$ cat src/rtl/track_defs.sv
// Shared constants for the blob tracker: default coordinate width, window
// bounds, growth tolerance, and the layout of the packed box output buses.
package track_defs;

  localparam int unsigned CW         = 11;
  localparam int unsigned MINH       = 50;
  localparam int unsigned MAXH       = 740;
  localparam int unsigned MINV       = 75;
  localparam int unsigned MAXV       = 550;
  localparam int unsigned GAP        = 8;
  localparam int unsigned MIN_PIXELS = 16;

  // Each zone occupies two CW-wide fields on box_h/box_v:
  // field 1 holds left/top, field 0 holds right/bottom.
  localparam int unsigned BOX_FIELDS   = 2;
  localparam int unsigned BOX_LO_FIELD = 0;
  localparam int unsigned BOX_HI_FIELD = 1;

  // Bit offset of a field of a zone on a packed box bus.
  function automatic int unsigned box_ofs(input int unsigned zone,
                                          input int unsigned field,
                                          input int unsigned cw);
    return (zone * BOX_FIELDS + field) * cw;
  endfunction

endpackage

$ cat src/rtl/track_zone.sv
// One blob zone: live bounding box, active flag and match test against the
// current candidate pixel. Optional saturating pixel counter when
// TRACK_PIXCOUNT_EN is defined.
module track_zone #(
  parameter int unsigned W = track_defs::CW,
  parameter int unsigned G = track_defs::GAP
`ifdef TRACK_PIXCOUNT_EN
  , parameter int unsigned MIN_CNT = track_defs::MIN_PIXELS
`endif
) (
  input  logic         clk,
  input  logic         reset,
  input  logic         clear_i,
  input  logic         load_i,
  input  logic         claim_i,
  input  logic [W-1:0] h_i,
  input  logic [W-1:0] v_i,
  output logic         match_c_o,
  output logic         valid_c_o,
  output logic         active_o,
  output logic [W-1:0] left_o,
  output logic [W-1:0] right_o,
  output logic [W-1:0] top_o,
  output logic [W-1:0] bottom_o
`ifdef TRACK_PIXCOUNT_EN
  , output logic [W-1:0] count_o
`endif
);

  localparam int unsigned XW = W + 1;

  logic         active_q, active_d;
  logic [W-1:0] left_q, left_d, right_q, right_d;
  logic [W-1:0] top_q, top_d, bottom_q, bottom_d;
`ifdef TRACK_PIXCOUNT_EN
  logic [W-1:0] count_q, count_d;
`endif

  logic [XW-1:0] h_x, v_x, gap_x;

  assign h_x   = {1'b0, h_i};
  assign v_x   = {1'b0, v_i};
  assign gap_x = XW'(G);

  // Window-with-tolerance test, one bit wider so h+GAP cannot wrap.
  assign match_c_o = active_q
                   && ({1'b0, left_q} <= h_x + gap_x)
                   && (h_x <= {1'b0, right_q} + gap_x)
                   && ({1'b0, top_q} <= v_x + gap_x)
                   && (v_x <= {1'b0, bottom_q} + gap_x);

`ifdef TRACK_PIXCOUNT_EN
  assign valid_c_o = active_q && (count_q >= W'(MIN_CNT));
  assign count_o   = count_q;
`else
  assign valid_c_o = active_q;
`endif

  assign active_o = active_q;
  assign left_o   = left_q;
  assign right_o  = right_q;
  assign top_o    = top_q;
  assign bottom_o = bottom_q;

  // Next-state: frame clear, fresh activation, or growth of the box.
  always_comb begin
    active_d = active_q;
    left_d   = left_q;
    right_d  = right_q;
    top_d    = top_q;
    bottom_d = bottom_q;
`ifdef TRACK_PIXCOUNT_EN
    count_d  = count_q;
`endif
    if (clear_i) begin
      active_d = 1'b0;
      left_d   = '0;
      right_d  = '0;
      top_d    = '0;
      bottom_d = '0;
`ifdef TRACK_PIXCOUNT_EN
      count_d  = '0;
`endif
    end else if (load_i) begin
      active_d = 1'b1;
      left_d   = h_i;
      right_d  = h_i;
      top_d    = v_i;
      bottom_d = v_i;
`ifdef TRACK_PIXCOUNT_EN
      count_d  = W'(1);
`endif
    end else if (claim_i) begin
      left_d   = (h_i < left_q)   ? h_i : left_q;
      right_d  = (h_i > right_q)  ? h_i : right_q;
      top_d    = (v_i < top_q)    ? v_i : top_q;
      bottom_d = (v_i > bottom_q) ? v_i : bottom_q;
`ifdef TRACK_PIXCOUNT_EN
      if (count_q != '1) count_d = count_q + W'(1);
`endif
    end
  end

  // Zone state register.
  always_ff @(posedge clk) begin
    if (reset) begin
      active_q <= 1'b0;
      left_q   <= '0;
      right_q  <= '0;
      top_q    <= '0;
      bottom_q <= '0;
`ifdef TRACK_PIXCOUNT_EN
      count_q  <= '0;
`endif
    end else begin
      active_q <= active_d;
      left_q   <= left_d;
      right_q  <= right_d;
      top_q    <= top_d;
      bottom_q <= bottom_d;
`ifdef TRACK_PIXCOUNT_EN
      count_q  <= count_d;
`endif
    end
  end

endmodule

$ cat src/rtl/track_blobs.sv
// Multi-zone bright-blob tracker. Candidate pixels are claimed by the lowest
// matching zone, else open the lowest free zone, else raise overflow. The
// frame marker (hcount==0, vcount==0) publishes the live results and clears.
// Optional feature macro: TRACK_PIXCOUNT_EN (per-zone pixel counts).
module track_blobs
  import track_defs::box_ofs, track_defs::BOX_HI_FIELD, track_defs::BOX_LO_FIELD;
#(
  parameter int unsigned NUM_ZONES = 4,
  parameter int unsigned CW        = track_defs::CW,
  parameter int unsigned MINH      = track_defs::MINH,
  parameter int unsigned MAXH      = track_defs::MAXH,
  parameter int unsigned MINV      = track_defs::MINV,
  parameter int unsigned MAXV      = track_defs::MAXV,
  parameter int unsigned GAP       = track_defs::GAP
`ifdef TRACK_PIXCOUNT_EN
  , parameter int unsigned MIN_PIXELS = track_defs::MIN_PIXELS
`endif
) (
  input  logic                      clk,
  input  logic                      reset,
  input  logic [CW-1:0]             hcount,
  input  logic [CW-1:0]             vcount,
  input  logic                      is_bright,
  output logic [NUM_ZONES*2*CW-1:0] box_h,
  output logic [NUM_ZONES*2*CW-1:0] box_v,
  output logic [NUM_ZONES-1:0]      box_valid,
  output logic                      overflow,
  output logic                      frame_done
`ifdef TRACK_PIXCOUNT_EN
  , output logic [NUM_ZONES*CW-1:0] pix_count
`endif
);

  localparam int unsigned BW = NUM_ZONES * 2 * CW;

  logic marker_c, cand_c, drop_c;
  logic [NUM_ZONES-1:0] match_c, valid_c, active, claim_c, load_c;
  logic [CW-1:0] left_w [NUM_ZONES];
  logic [CW-1:0] right_w [NUM_ZONES];
  logic [CW-1:0] top_w [NUM_ZONES];
  logic [CW-1:0] bottom_w [NUM_ZONES];

  logic [BW-1:0]        box_h_q, box_h_d, box_v_q, box_v_d;
  logic [NUM_ZONES-1:0] box_valid_q, box_valid_d;
  logic                 overflow_q, overflow_d;
  logic                 frame_done_q, frame_done_d;
  logic                 ovf_live_q, ovf_live_d;
`ifdef TRACK_PIXCOUNT_EN
  logic [CW-1:0]              count_w [NUM_ZONES];
  logic [NUM_ZONES*CW-1:0]    pix_count_q, pix_count_d;
`endif

  // The marker pixel is never a candidate, whatever the window bounds.
  assign marker_c = (hcount == '0) && (vcount == '0);
  assign cand_c   = is_bright && !marker_c
                 && (hcount > CW'(MINH)) && (hcount < CW'(MAXH))
                 && (vcount > CW'(MINV)) && (vcount < CW'(MAXV));

  for (genvar z = 0; z < NUM_ZONES; z++) begin : g_zone
    track_zone #(
      .W (CW),
      .G (GAP)
`ifdef TRACK_PIXCOUNT_EN
      , .MIN_CNT (MIN_PIXELS)
`endif
    ) u_zone (
      .clk       (clk),
      .reset     (reset),
      .clear_i   (marker_c),
      .load_i    (load_c[z]),
      .claim_i   (claim_c[z]),
      .h_i       (hcount),
      .v_i       (vcount),
      .match_c_o (match_c[z]),
      .valid_c_o (valid_c[z]),
      .active_o  (active[z]),
      .left_o    (left_w[z]),
      .right_o   (right_w[z]),
      .top_o     (top_w[z]),
      .bottom_o  (bottom_w[z])
`ifdef TRACK_PIXCOUNT_EN
      , .count_o (count_w[z])
`endif
    );
  end

  // Priority cascade: first matching zone claims, else first free zone loads.
  always_comb begin
    logic taken;
    logic free_seen;
    claim_c   = '0;
    load_c    = '0;
    taken     = 1'b0;
    free_seen = 1'b0;
    for (int unsigned i = 0; i < NUM_ZONES; i++) begin
      if (cand_c && match_c[i] && !taken) claim_c[i] = 1'b1;
      taken = taken | match_c[i];
    end
    for (int unsigned i = 0; i < NUM_ZONES; i++) begin
      if (cand_c && !taken && !active[i] && !free_seen) load_c[i] = 1'b1;
      free_seen = free_seen | !active[i];
    end
    drop_c = cand_c && !taken && !free_seen;
  end

  // Published results: hold between markers, snapshot live state at a marker.
  always_comb begin
    box_h_d      = box_h_q;
    box_v_d      = box_v_q;
    box_valid_d  = box_valid_q;
    overflow_d   = overflow_q;
    frame_done_d = 1'b0;
    ovf_live_d   = ovf_live_q | drop_c;
`ifdef TRACK_PIXCOUNT_EN
    pix_count_d  = pix_count_q;
`endif
    if (marker_c) begin
      frame_done_d = 1'b1;
      overflow_d   = ovf_live_q;
      ovf_live_d   = 1'b0;
      box_valid_d  = valid_c;
      for (int unsigned i = 0; i < NUM_ZONES; i++) begin
        box_h_d[box_ofs(i, BOX_HI_FIELD, CW) +: CW] = active[i] ? left_w[i]   : '0;
        box_h_d[box_ofs(i, BOX_LO_FIELD, CW) +: CW] = active[i] ? right_w[i]  : '0;
        box_v_d[box_ofs(i, BOX_HI_FIELD, CW) +: CW] = active[i] ? top_w[i]    : '0;
        box_v_d[box_ofs(i, BOX_LO_FIELD, CW) +: CW] = active[i] ? bottom_w[i] : '0;
`ifdef TRACK_PIXCOUNT_EN
        pix_count_d[i*CW +: CW] = count_w[i];
`endif
      end
    end
  end

  // Output and live-overflow registers.
  always_ff @(posedge clk) begin
    if (reset) begin
      box_h_q      <= '0;
      box_v_q      <= '0;
      box_valid_q  <= '0;
      overflow_q   <= 1'b0;
      frame_done_q <= 1'b0;
      ovf_live_q   <= 1'b0;
`ifdef TRACK_PIXCOUNT_EN
      pix_count_q  <= '0;
`endif
    end else begin
      box_h_q      <= box_h_d;
      box_v_q      <= box_v_d;
      box_valid_q  <= box_valid_d;
      overflow_q   <= overflow_d;
      frame_done_q <= frame_done_d;
      ovf_live_q   <= ovf_live_d;
`ifdef TRACK_PIXCOUNT_EN
      pix_count_q  <= pix_count_d;
`endif
    end
  end

  assign box_h      = box_h_q;
  assign box_v      = box_v_q;
  assign box_valid  = box_valid_q;
  assign overflow   = overflow_q;
  assign frame_done = frame_done_q;
`ifdef TRACK_PIXCOUNT_EN
  assign pix_count  = pix_count_q;
`endif

endmodule

$ cat config.mk
export PLATFORM = sky130hd
export DESIGN_NAME = track_blobs
export DESIGN_NICKNAME = d
export VERILOG_FILES = /design/src/rtl/track_defs.sv /design/src/rtl/track_zone.sv /design/src/rtl/track_blobs.sv
export SDC_FILE = /design/constraint.sdc
export NUM_CORES = 1
export LEC_CHECK = 0
export ABC_AREA = 0
export CORE_UTILIZATION = 64
export CTS_BUF_LIST = sky130_fd_sc_hd__clkbuf_8
export CTS_CLUSTER_DIAMETER = 50
export DETAILED_ROUTE_END_ITERATION = 6
export PLACE_DENSITY_LB_ADDON = 0.15
export SLEW_MARGIN = 20
export SYNTH_ARGS = -nofsm -noshare
export SYNTH_HDL_FRONTEND = slang
export SYNTH_SLANG_ARGS = --single-unit
$ cat constraint.sdc
create_clock -name clk -period 11.4 [get_ports clk]
set_clock_uncertainty 0.15 [all_clocks]
set_input_delay 2.28 -clock clk [delete_from_list [all_inputs] [get_ports clk]]
set_output_delay 2.28 -clock clk [all_outputs]
set_load 0.02 [all_outputs]
==> summary.txt, run 1 <==
====================================================================================
Final count of pins violating max slew ................................            0
RSZ-0062 raised after global routing ..................................           no
Wirelength, routed ....................................................     60700 µm
Syn Inst Count ........................................................         2238
Y dimension of the die ................................................       183 µm
First DRT Iteration DRCs ..............................................         1252
CTS-repair resized insts ..............................................            0
Die outline area ......................................................    33600 µm²
Hold violation count in the final report ..............................            0
Tcrit/Tclk final ......................................................        58.7%
Critical path fanouts, max ............................................           23
Aggregate global routing overflow .....................................            0
All-Layer GR Usage ....................................................        36.3%
GPL Wtd Cong ..........................................................        0.968
Mapped Area ...........................................................    21000 µm²
Crit path arrival time ................................................      7.10 ns
Pwr per Cell Area .....................................................   111 nW/µm²
Main flop type after synthesis ........................................      dfxtp_1
Count of boundary I/O pins ............................................          207
Area growth syn-to-layout .............................................        17.9%
Result of the run ..................................................... finished clean
Proportion of synthesized flip-flops having asynchronous set or reset .           0%
Post-CTS setup-driven buffer insertion count ..........................            0
Hold bufs inserted after CTS ..........................................            0
Number of detailed-route iterations in the first pass .................            6
F_max .................................................................    0.149 GHz
TritonCTS clock tree ..................................................        built
Vias ..................................................................        18200
Maxcap violations .....................................................            0
Clock period minus worst slack ........................................      6.69 ns
DR WL/cell ............................................................      20.7 µm
Die width .............................................................       183 µm
Max transition margin .................................................        35.2%
Number of warnings printed during yosys synthesis .....................            0
Distinct cells, synth .................................................           77
Net total in the final layout .........................................         2812
VDD IR max ............................................................   0.000103 V
Worst-case clock buffer depth .........................................            3
Static power due to leakage ...........................................      10.6 nW
Kind of critical path .................................................       in2reg
Fraction of layout cells with a size suffix above 1 ...................        5.90%
Required time of the critical path ....................................     11.81 ns
Root cell of the clock tree ...........................................     clkbuf_8
Number of buffers added on ports ......................................          206
Rows ..................................................................           66
Setup total negative slack ............................................         0 ns
Synth top area cells .................................................. dfxtp_1 35%, ha_1 20%, a22o_1 7.4%, mux2i_1 6.2%, inv_1 3.7%
Total DRC errors in the routed layout .................................            0
Share of the yosys chip area belonging to registers ...................        34.5%
First-pass GRT wire length ............................................     95800 µm
Clock latency reported for the late side of the worst-skew pair .......      0.66 ns
Vias in the first global route ........................................        17900
Post-synth top area cell ..............................................      dfxtp_1
Worst Max-Slew Pin Slew ...............................................     0.972 ns
Detail-routed via count per cell ......................................         6.21
Post-Synthesis Mean Instance Area .....................................     9.40 µm²
# H-tree levels .......................................................            2
Number of antenna violations at the first check in global routing .....            1
Most common cell after layout, fill and taps aside ....................      dfxtp_1
Largest net degree at the start of global routing .....................          117
Critical path launch point type ....................................... primary input
Number of routed nets with antenna violations .........................            0
Power Total ...........................................................      2.75 mW
CP endpoint kind ......................................................         flop
Number of synthesized flops with an enable pin ........................            0
Starting density of the core ..........................................        64.8%
Commonest cells after routing, fill and taps aside .................... 363 x dfxtp_1, 339 x ha_1, 224 x inv_1
Post-synth top area share .............................................        34.5%
CTS Buf Count .........................................................           60
Core outline area .....................................................    32500 µm²
Register bit total from synthesis .....................................          363
Synthesized net count .................................................         2602
Detailed placement HPWL ...............................................     42900 µm
Worst-path clk slew ...................................................      0.06 ns
Clock tree sinks ......................................................          363
Path class of the lowest-slack min-delay path .........................      reg2reg
Final setup violation count ...........................................            0
====================================================================================
[logic make-up after synthesis]
kind of cell,synth area share (%)
AND/OR/NAND/NOR,12.3
multiplexers,6.23
flip-flops,34.5
adder cells (fa/ha/maj),20.3
AO/OA/AOI/OAI,18.3
buffers and inverters,5.56
XOR/XNOR,2.82
[layout make-up]
type | count | area [µm²]
Antenna cell | 1 | 2.50
Clock buffer | 76 | 1050
Clock inverter | 30 | 220
Fill cell | 2347 | 7650
Inverter | 209 | 785
Multi-Input combinational cell | 1579 | 12600
Sequential cell | 363 | 7270
Tap cell | 442 | 553
Timing Repair Buffer | 235 | 2280
[layer usage]
metal	up-vias	global-route usage, %	part of all wire (%)
li1	8543	-	-
met4	0	19.9	5.1
met2	751	61.2	47
met3	224	6.45	7.1
met1	8702	43.9	41
met5	-	0	0
[synth_stat cells (5+ instances only)]
library cell and count:
dfxtp_1 363, ha_1 339, inv_1 208, nand2_1 188
a22o_1 177, mux2i_1 131, nand3_1 96, o21ai_0 87
a21oi_1 78, clkbuf_1 65, xnor2_1 58, nor2_1 44
nand4_1 39, nor3_1 34, a21o_1 31, nor2b_1 31
a211oi_1 26, and3_1 25, o21a_1 24, o211ai_1 17
a31oi_1 15, nand2b_1 15, nor4_1 14, o31ai_1 13
buf_2 8, a211o_1 7, and4_1 5, buf_1 5
buf_4 5, o21bai_1 5
[path summary, 6_finish.rpt]
path                                start                      endpoint  slack (ns)  depth (start not counted)
max                             vcount[3]  g_zone[2].u_zone.right_o[10]        4.71                         16
min                          box_valid[3]                  box_valid[3]        0.31                          1
min reg2reg                  box_valid[3]                  box_valid[3]        0.31                          1
max reg2reg  g_zone[3].u_zone.bottom_o[3]  g_zone[0].u_zone.bottom_o[5]        6.56                         14
[state kept, by name, summed over array words and instances (netlist names)]
signal	cells
box_valid	4
box_h	88
g_zone.u_zone.left_o	44
g_zone.u_zone.right_o	44
g_zone.u_zone.active_o	4
ovf_live_q	1
overflow	1
g_zone.u_zone.bottom_o	44
g_zone.u_zone.top_o	44
box_v	88
frame_done	1
[stage by stage]
stage	hold WS [ns]	setup slack, ns	cell area [µm²]	util, %	cells
detailed placement	0.293	4.09	23500	72.5	2828
floorplan	0.286	5.67	21000	-	2238
finish	0.307	4.71	24800	76.4	2935
global placement	0.283	4.14	23500	72.5	2828
global route	0.333	4.38	24800	76.4	2934
CTS	0.308	4.77	24800	76.4	2934
[worst max-delay path, stage by stage]
cell and delay (ns):
clkdlybuf4s50_1 0.46, buf_4 0.33, ha_1 0.27, nand3_1 0.13, xnor2_1 0.52, ha_1 0.26, nand4_1 0.11, or4b_1 0.50
o221ai_1 0.20, a31oi_1 0.09, o31ai_2 0.32, a211o_1 0.22, nand4_4 0.23, nor3_4 0.50, a22oi_2 0.37, and3_1 0.28
[where the power goes]
part,leakage (nW),switching (mW),internal [mW]
clock network,0.707,0.542,0.666
logic,6.95,0.172,0.0921
registers,2.92,0.00412,1.27
total,10.6,0.718,2.03
No activity file was read; power rests on OpenSTA's default activity.
==> run 2, diff against run 1 <==
Settings changed: CORE_UTILIZATION 64 to 54.
Clock period 11.4 ns to 6 ns, I/O delays scaled along.
==> run 2 against run 1 <==
  * Count of clock-buffer cells in the layout did not move
  * Clock power rose by 100%
  * Sequential share of layout area fell by 0.80 points
  * Worst hold slack got worse by 0.0057 ns
  * Largest power group unchanged
  * Final area rose by 2.8%
  * Non-clock buffer count rose by 52
  * Via count rose by 0.23%
  * Final cell count rose by 4.3%
  * Critical endpoint is now g_zone[1].u_zone.left_o[10]
==> summary.txt, run 2 (synthesized netlist as in run 1, its figures left out) <==
================================================================================
Y dimension of the die ............................................       199 µm   was 183 µm
Static power due to leakage .......................................      10.9 nW   was 10.6 nW
GPL Wtd Cong ......................................................        0.922   was 0.968
Worst-case clock buffer depth .....................................            3   unchanged
Commonest cells after routing, fill and taps aside ................ 363 x dfxtp_1, 339 x ha_1, 227 x inv_1   was 363 x dfxtp_1, 339 x ha_1, 224 x inv_1
Worst path most repeated cell .....................................        buf_4   was ha_1
Die width .........................................................       199 µm   was 183 µm
Total net switching power .........................................      1.42 mW   was 718 µW
F_max .............................................................    0.197 GHz
Switching part of the total power .................................        26.4%   was 26.1%
Post-CTS setup-driven buffer insertion count ......................            0   unchanged
CP endpoint kind ..................................................         flop   unchanged
Clock tree sinks ..................................................          363   unchanged
Aggregate global routing overflow .................................            0   unchanged
Die outline area ..................................................    39800 µm²   was 33600 µm²
Flop pwr share ....................................................        45.0%   was 46.4%
Path class of the lowest-slack min-delay path .....................      reg2reg   unchanged
Count of inserted antenna diode cells .............................            0   was 1
Peak per-stage delay on the critical path .........................      0.56 ns   was 0.52 ns
Largest net degree at the start of global routing .................          187   was 117
Count of boundary I/O pins ........................................          207   unchanged
Detail-routed via count per cell ..................................         5.96   was 6.21
Total DRC errors in the routed layout .............................            0   unchanged
Fraction of layout cells with a size suffix above 1 ...............        7.88%   was 5.90%
Max transition margin .............................................        30.4%   was 35.2%
Fraction of power consumed by combinational cells .................        10.0%   was 9.6%
Core outline area .................................................    38000 µm²   was 32500 µm²
Hold bufs inserted after CTS ......................................            0   unchanged
Critical path launch point type ................................... primary input   unchanged
Final setup violation count .......................................            0   unchanged
Detailed placement HPWL ...........................................     47600 µm   was 42900 µm
Total area of sequential cells ....................................     7270 µm²   unchanged
Number of buffers added on ports ..................................          206   unchanged
Number of routed nets with antenna violations .....................            0   unchanged
Root cell of the clock tree .......................................     clkbuf_8   unchanged
# fillers .........................................................         3231   was 2347
Crit path cell chain .............................................. clkdlybuf4s50_1, buf_4, nand3_1, nor2_1, xnor2_1, ha_1, o2111ai_1, nor3b_1, o21ai_0, o221ai_1, a211o_1, nand4_4, nor4b_4, a21oi_1, buf_4, and3_1   was clkdlybuf4s50_1, buf_4, ha_1, nand3_1, xnor2_1, ha_1, nand4_1, or4b_1, o221ai_1, a31oi_1, o31ai_2, a211o_1, nand4_4, nor3_4, a22oi_2, and3_1
Maxcap violations .................................................            0   unchanged
Final count of pins violating max slew ............................            0   unchanged
Kind of critical path .............................................       in2reg   unchanged
WP depth ..........................................................           16   unchanged
Power Internal ....................................................      3.96 mW   was 2.03 mW
Worst Max-Slew Pin Slew ...........................................      1.04 ns   was 0.972 ns
Vias ..............................................................        18300   was 18200
Hold violation count in the final report ..........................            0   unchanged
Fraction of power consumed by the clock network ...................        45.0%   was 44.0%
Wirelength, routed ................................................     66000 µm   was 60700 µm
Number of antenna violations at the first check in global routing .            0   was 1
TritonCTS clock tree ..............................................        built   unchanged
Setup total negative slack ........................................         0 ns   unchanged
Pwr per Cell Area .................................................   211 nW/µm²   was 111 nW/µm²
RSZ-0062 raised after global routing ..............................           no   unchanged
Count of cells along the worst register-to-register path ..........           20   was 14
CTS-repair resized insts ..........................................            0   unchanged
Critical path fanouts, max ........................................           22   was 23
Most common cell after layout, fill and taps aside ................      dfxtp_1   unchanged
Crit path arrival time ............................................      5.49 ns   was 7.10 ns
VDD IR max ........................................................   0.000210 V   was 0.000103 V
Worst-path clk slew ...............................................      0.06 ns   about the same
DR WL/cell ........................................................      21.5 µm   was 20.7 µm
Vias in the first global route ....................................        17800   was 17900
Rows ..............................................................           71   was 66
CTS Buf Count .....................................................           61   was 60
Worst path bufs/invs ..............................................            3   was 2
First-pass GRT wire length ........................................    101000 µm   was 95800 µm
Net total in the final layout .....................................         2865   was 2812
Area used by multi-input combinational logic ......................    12600 µm²   about the same
# H-tree levels ...................................................            2   unchanged
Tcrit/Tclk final ..................................................        84.7%
Slowest cell on the critical path ................................. clkdlybuf4s50_1   was xnor2_1
All-Layer GR Usage ................................................        33.1%   was 36.3%
Area growth syn-to-layout .........................................        21.2%   was 17.9%
First DRT Iteration DRCs ..........................................         1079   was 1252
Result of the run ................................................. finished clean   unchanged
Hold slack ........................................................     0.301 ns   was 0.307 ns
Number of cells traversed by the worst hold path ..................            1   unchanged
Starting density of the core ......................................        55.3%   was 64.8%
Required time of the critical path ................................      6.41 ns   was 11.81 ns
Clock period minus worst slack ....................................      5.08 ns
Number of detailed-route iterations in the first pass .............            5   was 6
Kind of cell adding the most delay to the critical path ........... simple AND/OR/NAND/NOR gates   unchanged
Clock latency reported for the late side of the worst-skew pair ...      0.68 ns   was 0.66 ns
================================================================================
[run 2: changes by cell type in the layout (fill, tap and decap cells not counted), sizes merged]
cell      delta
buf         +52
clkinvlp     -1
inv          +2
diode        -1
clkinv       +4
bufinv       +2
[run 2: final cells by class]
type | count | share of cell area, %
clock inverter | 37 | 1.19
sequential | 363 | 28.5
inverter | 209 | 3.08
multi-input combinational | 1579 | 49.6
timing repair buffer | 287 | 11.1
tap | 511 | 2.51
clock buffer | 76 | 4.10
[run 2: final timing paths]
check,startpoint,end,slack [ns]
hold reg to reg,box_valid[3],box_valid[3],0.30
setup / recovery,hcount[3],g_zone[1].u_zone.left_o[10],0.92
setup reg to reg,g_zone[0].u_zone.bottom_o[3],g_zone[0].u_zone.top_o[6],1.40
hold / removal,box_valid[3],box_valid[3],0.30
[run 2: per-stage QoR]
step                      total power, mW  util, %  cell area [µm²]  instances  worst slack [ns]
final                                5.38     67.0            25500       3062             0.920
after global routing                 5.57     67.0            25500       3062             0.697
after floorplan                      2.77        -            21000       2238              1.35
after detailed placement             3.00     63.5            24100       2949             0.274
after global placement               2.98     63.5            24100       2949             0.304
after CTS                            5.40     67.0            25500       3062             0.967
[run 2: per-layer routing]
| metal | vias to the layer above | track usage [%] | share of wire, % |
|---|---|---|---|
| met1 | 8815 | 41.2 | 42 |
| met3 | 153 | 6.04 | 6.7 |
| met4 | 0 | 13.3 | 3.6 |
| li1 | 8666 | - | - |
| met2 | 628 | 56.3 | 47 |
| met5 | - | 0 | 0 |
[run 2: power groups by stage]
stage                     Combinational [mW]  Sequential, mW  Clock (mW)
final                                  0.536            2.42        2.42
after global routing                   0.585            2.42        2.56
after CTS                              0.527            2.42        2.45
after detailed placement               0.523            2.48           0
after global placement                 0.506            2.48           0
after floorplan                        0.298            2.47           0
==> run 3, diff against run 2 <==
Settings changed: CORE_UTILIZATION 54 to 60.
Clock period 6 ns to 4.7 ns, I/O delays scaled along.
==> run 3 against run 2 <==
  * Critical path depth increased by 1
  * Clock power up 29%
  * Final cell count increased by 2.0%
  * Global-route usage increased by 4.1 points
  * Die area decreased by 9.9%
  * Register-to-register slack worse by 1.2 ns
  * Count of clock-buffer cells in the layout rose by 5
  * Sequential power is 28% higher
  * Core utilization increased by 9.3 points
  * Worst hold slack better by 0.0054 ns
  * Largest cell class unchanged
  * Largest power group is now the clock network
==> summary.txt, run 3 (synthesized netlist as in run 1, its figures left out) <==
================================================================================
Result of the run ................................................. finished clean   unchanged
Required time of the critical path ................................      5.05 ns   was 6.41 ns
Worst Max-Slew Pin Slew ...........................................     0.611 ns   was 1.04 ns
Area growth syn-to-layout .........................................        25.4%   was 21.2%
Beginning of the worst register-to-register path .................. g_zone[3].u_zone.bottom_o[3]   was g_zone[0].u_zone.bottom_o[3]
# H-tree levels ...................................................            3   was 2
Core outline area .................................................    34500 µm²   was 38000 µm²
Hold slack ........................................................     0.306 ns   was 0.301 ns
Number of routed nets with antenna violations .....................            0   unchanged
Critical path fanouts, max ........................................           11   was 22
First-pass GRT wire length ........................................    103000 µm   was 101000 µm
Die width .........................................................       189 µm   was 199 µm
Clock tree sinks ..................................................          363   unchanged
DR WL/cell ........................................................      21.5 µm   about the same
Clock period minus worst slack ....................................      4.64 ns
Clock latency reported for the late side of the worst-skew pair ...      0.63 ns   was 0.68 ns
Reg-to-reg endpoint ............................................... g_zone[1].u_zone.right_o[9]   was g_zone[0].u_zone.top_o[6]
Maxcap violations .................................................            0   unchanged
Die outline area ..................................................    35800 µm²   was 39800 µm²
Number of antenna violations at the first check in global routing .            0   unchanged
Wirelength, routed ................................................     67000 µm   was 66000 µm
Detailed placement HPWL ...........................................     50000 µm   was 47600 µm
Final standard cell utilization of the core .......................        76.4%   was 67.0%
Starting density of the core ......................................        60.9%   was 55.3%
Count of inserted antenna diode cells .............................            0   unchanged
Final count of pins violating max slew ............................            0   unchanged
Crit path arrival time ............................................      4.99 ns   was 5.49 ns
Pwr per Cell Area .................................................   265 nW/µm²   was 211 nW/µm²
Flop-to-flop setup slack ..........................................      0.21 ns   was 1.40 ns
Slowest cell on the critical path ................................. clkdlybuf4s50_1   unchanged
Tcrit/Tclk final ..................................................        98.8%
GPL Wtd Cong ......................................................        0.951   was 0.922
Detail-routed via count per cell ..................................         6.08   was 5.96
Count of boundary I/O pins ........................................          207   unchanged
Most common cell after layout, fill and taps aside ................      dfxtp_1   unchanged
Hold path start ................................................... box_valid[1]   was box_valid[3]
TritonCTS clock tree ..............................................        built   unchanged
Fraction of layout cells with a size suffix above 1 ...............        12.0%   was 7.88%
Root cell of the clock tree .......................................     clkbuf_8   unchanged
Path class of the lowest-slack min-delay path .....................      reg2reg   unchanged
Kind of cell adding the most delay to the critical path ........... simple AND/OR/NAND/NOR gates   unchanged
Aggregate global routing overflow .................................            0   unchanged
Hold violation count in the final report ..........................            0   unchanged
First DRT Iteration DRCs ..........................................         1234   was 1079
Worst-path clk slew ...............................................      0.06 ns   about the same
Kind of critical path .............................................       in2reg   unchanged
Vias in the first global route ....................................        18800   was 17800
Static power due to leakage .......................................      11.5 nW   was 10.9 nW
Peak per-stage delay on the critical path .........................      0.57 ns   was 0.56 ns
CP endpoint kind ..................................................         flop   unchanged
Number of detailed-route iterations in the first pass .............            5   unchanged
Critical path launch point type ................................... primary input   unchanged
Worst path bufs/invs ..............................................            3   unchanged
# fillers .........................................................         2515   was 3231
Count of cells along the worst register-to-register path ..........           17   was 20
Total DRC errors in the routed layout .............................            0   unchanged
Final setup violation count .......................................            0   unchanged
Largest net degree at the start of global routing .................          112   was 187
Worst min-delay path endpoint ..................................... box_valid[1]   was box_valid[3]
Vias ..............................................................        19000   was 18300
All-Layer GR Usage ................................................        37.2%   was 33.1%
Net total in the final layout .....................................         2985   was 2865
F_max .............................................................    0.215 GHz
CTS Buf Count .....................................................           66   was 61
Number of buffers added on ports ..................................          206   unchanged
Worst-case clock buffer depth .....................................            3   unchanged
Y dimension of the die ............................................       189 µm   was 199 µm
Commonest cells after routing, fill and taps aside ................ 362 x dfxtp_1, 339 x ha_1, 227 x inv_1   was 363 x dfxtp_1, 339 x ha_1, 227 x inv_1
Crit path cell chain .............................................. clkdlybuf4s50_1, ha_1, nand3_1, xnor2_1, ha_1, nand4_1, or4b_1, o221ai_1, a31oi_1, o31ai_2, a211o_1, nand4_4, nor4b_4, buf_4, a21oi_1, buf_4, and3_1   was clkdlybuf4s50_1, buf_4, nand3_1, nor2_1, xnor2_1, ha_1, o2111ai_1, nor3b_1, o21ai_0, o221ai_1, a211o_1, nand4_4, nor4b_4, a21oi_1, buf_4, and3_1
Max transition margin .............................................        59.1%   was 30.4%
Number of cells traversed by the worst hold path ..................            1   unchanged
VDD IR max ........................................................   0.000244 V   was 0.000210 V
Rows ..............................................................           68   was 71
================================================================================
-- run 3: layout make-up --
class / instances / area (µm²) / share of cell area [%]
clock buffer: 81 / 1110 / 4.22
timing repair buffer: 402 / 3750 / 14.2
tap: 455 / 569 / 2.16
inverter: 209 / 785 / 2.97
sequential: 363 / 7270 / 27.5
clock inverter: 34 / 262 / 0.991
multi-input combinational: 1579 / 12600 / 47.9
-- run 3: timing repair --
action,in CTS,in global routing
buffers inserted,0,3
endpoints found under the hold margin,0,0
endpoints found under the setup margin,0,121
gates resized for setup,0,4
hold buffers,0,0
-- run 3: worst reg2reg max path: stages, from the launching register on --
cell and delay [ns]:
dfxtp_1 0.43, ha_1 0.23, nand3_1 0.13, or3_1 0.38, xnor2_1 0.15, ha_1 0.29, a21o_1 0.18, a2111oi_0 0.42
o2111ai_1 0.27, a22o_1 0.36, a221oi_4 0.28, buf_4 0.20, buf_4 0.12, nor4b_4 0.04, buf_4 0.18, a31oi_1 0.14
buf_4 0.25, mux2i_1 0.23
-- run 3: worst max-delay path by stage --
stage / end / start / slack [ns] / depth (start not counted)
6_report: g_zone[1].u_zone.top_o[10] / vcount[4] / 0.06 / 17
5_1_grt: g_zone[1].u_zone.left_o[1] / g_zone[0].u_zone.bottom_o[4] / -0.02 / 20
4_1_cts: g_zone[0].u_zone.bottom_o[10] / vcount[4] / 0.16 / 16
3_5_place_dp: g_zone[0].u_zone.bottom_o[10] / vcount[4] / -0.51 / 16
3_3_place_gp: g_zone[0].u_zone.bottom_o[10] / vcount[4] / -0.44 / 16
2_1_floorplan: g_zone[2].u_zone.top_o[4] / vcount[6] / 0.31 / 16
-- run 3: per-stage QoR --
step | cell area (µm²) | TNS, ns | cells | total power [mW] | setup WS [ns]
4_1_cts | 26400 | 0 | 3120 | 7.01 | 0.162
2_1_floorplan | 21000 | 0 | 2238 | 3.54 | 0.315
6_report | 26400 | 0 | 3123 | 6.98 | 0.0569
3_3_place_gp | 25000 | -55.46 | 3005 | 3.88 | -0.440
5_1_grt | 26400 | -0.0744 | 3123 | 7.22 | -0.0216
3_5_place_dp | 25000 | -69.40 | 3005 | 3.91 | -0.514
-- run 3: where the power goes --
group	leakage, nW	switching, mW	total [mW]	internal, mW
Clock	0.772	1.34	3.12	1.78
Combinational	7.83	0.462	0.769	0.308
Sequential	2.92	0.00976	3.09	3.08
Total	11.5	1.81	6.98	5.17
-- run 3: metal layers --
| layer | GRT usage (%) | wire length [µm] |
|---|---|---|
| met1 | 43.5 | 26700 |
| met2 | 62.1 | 31100 |
| met3 | 7.23 | 4760 |
| met4 | 24.1 | 4480 |
| met5 | 0 | 0 |
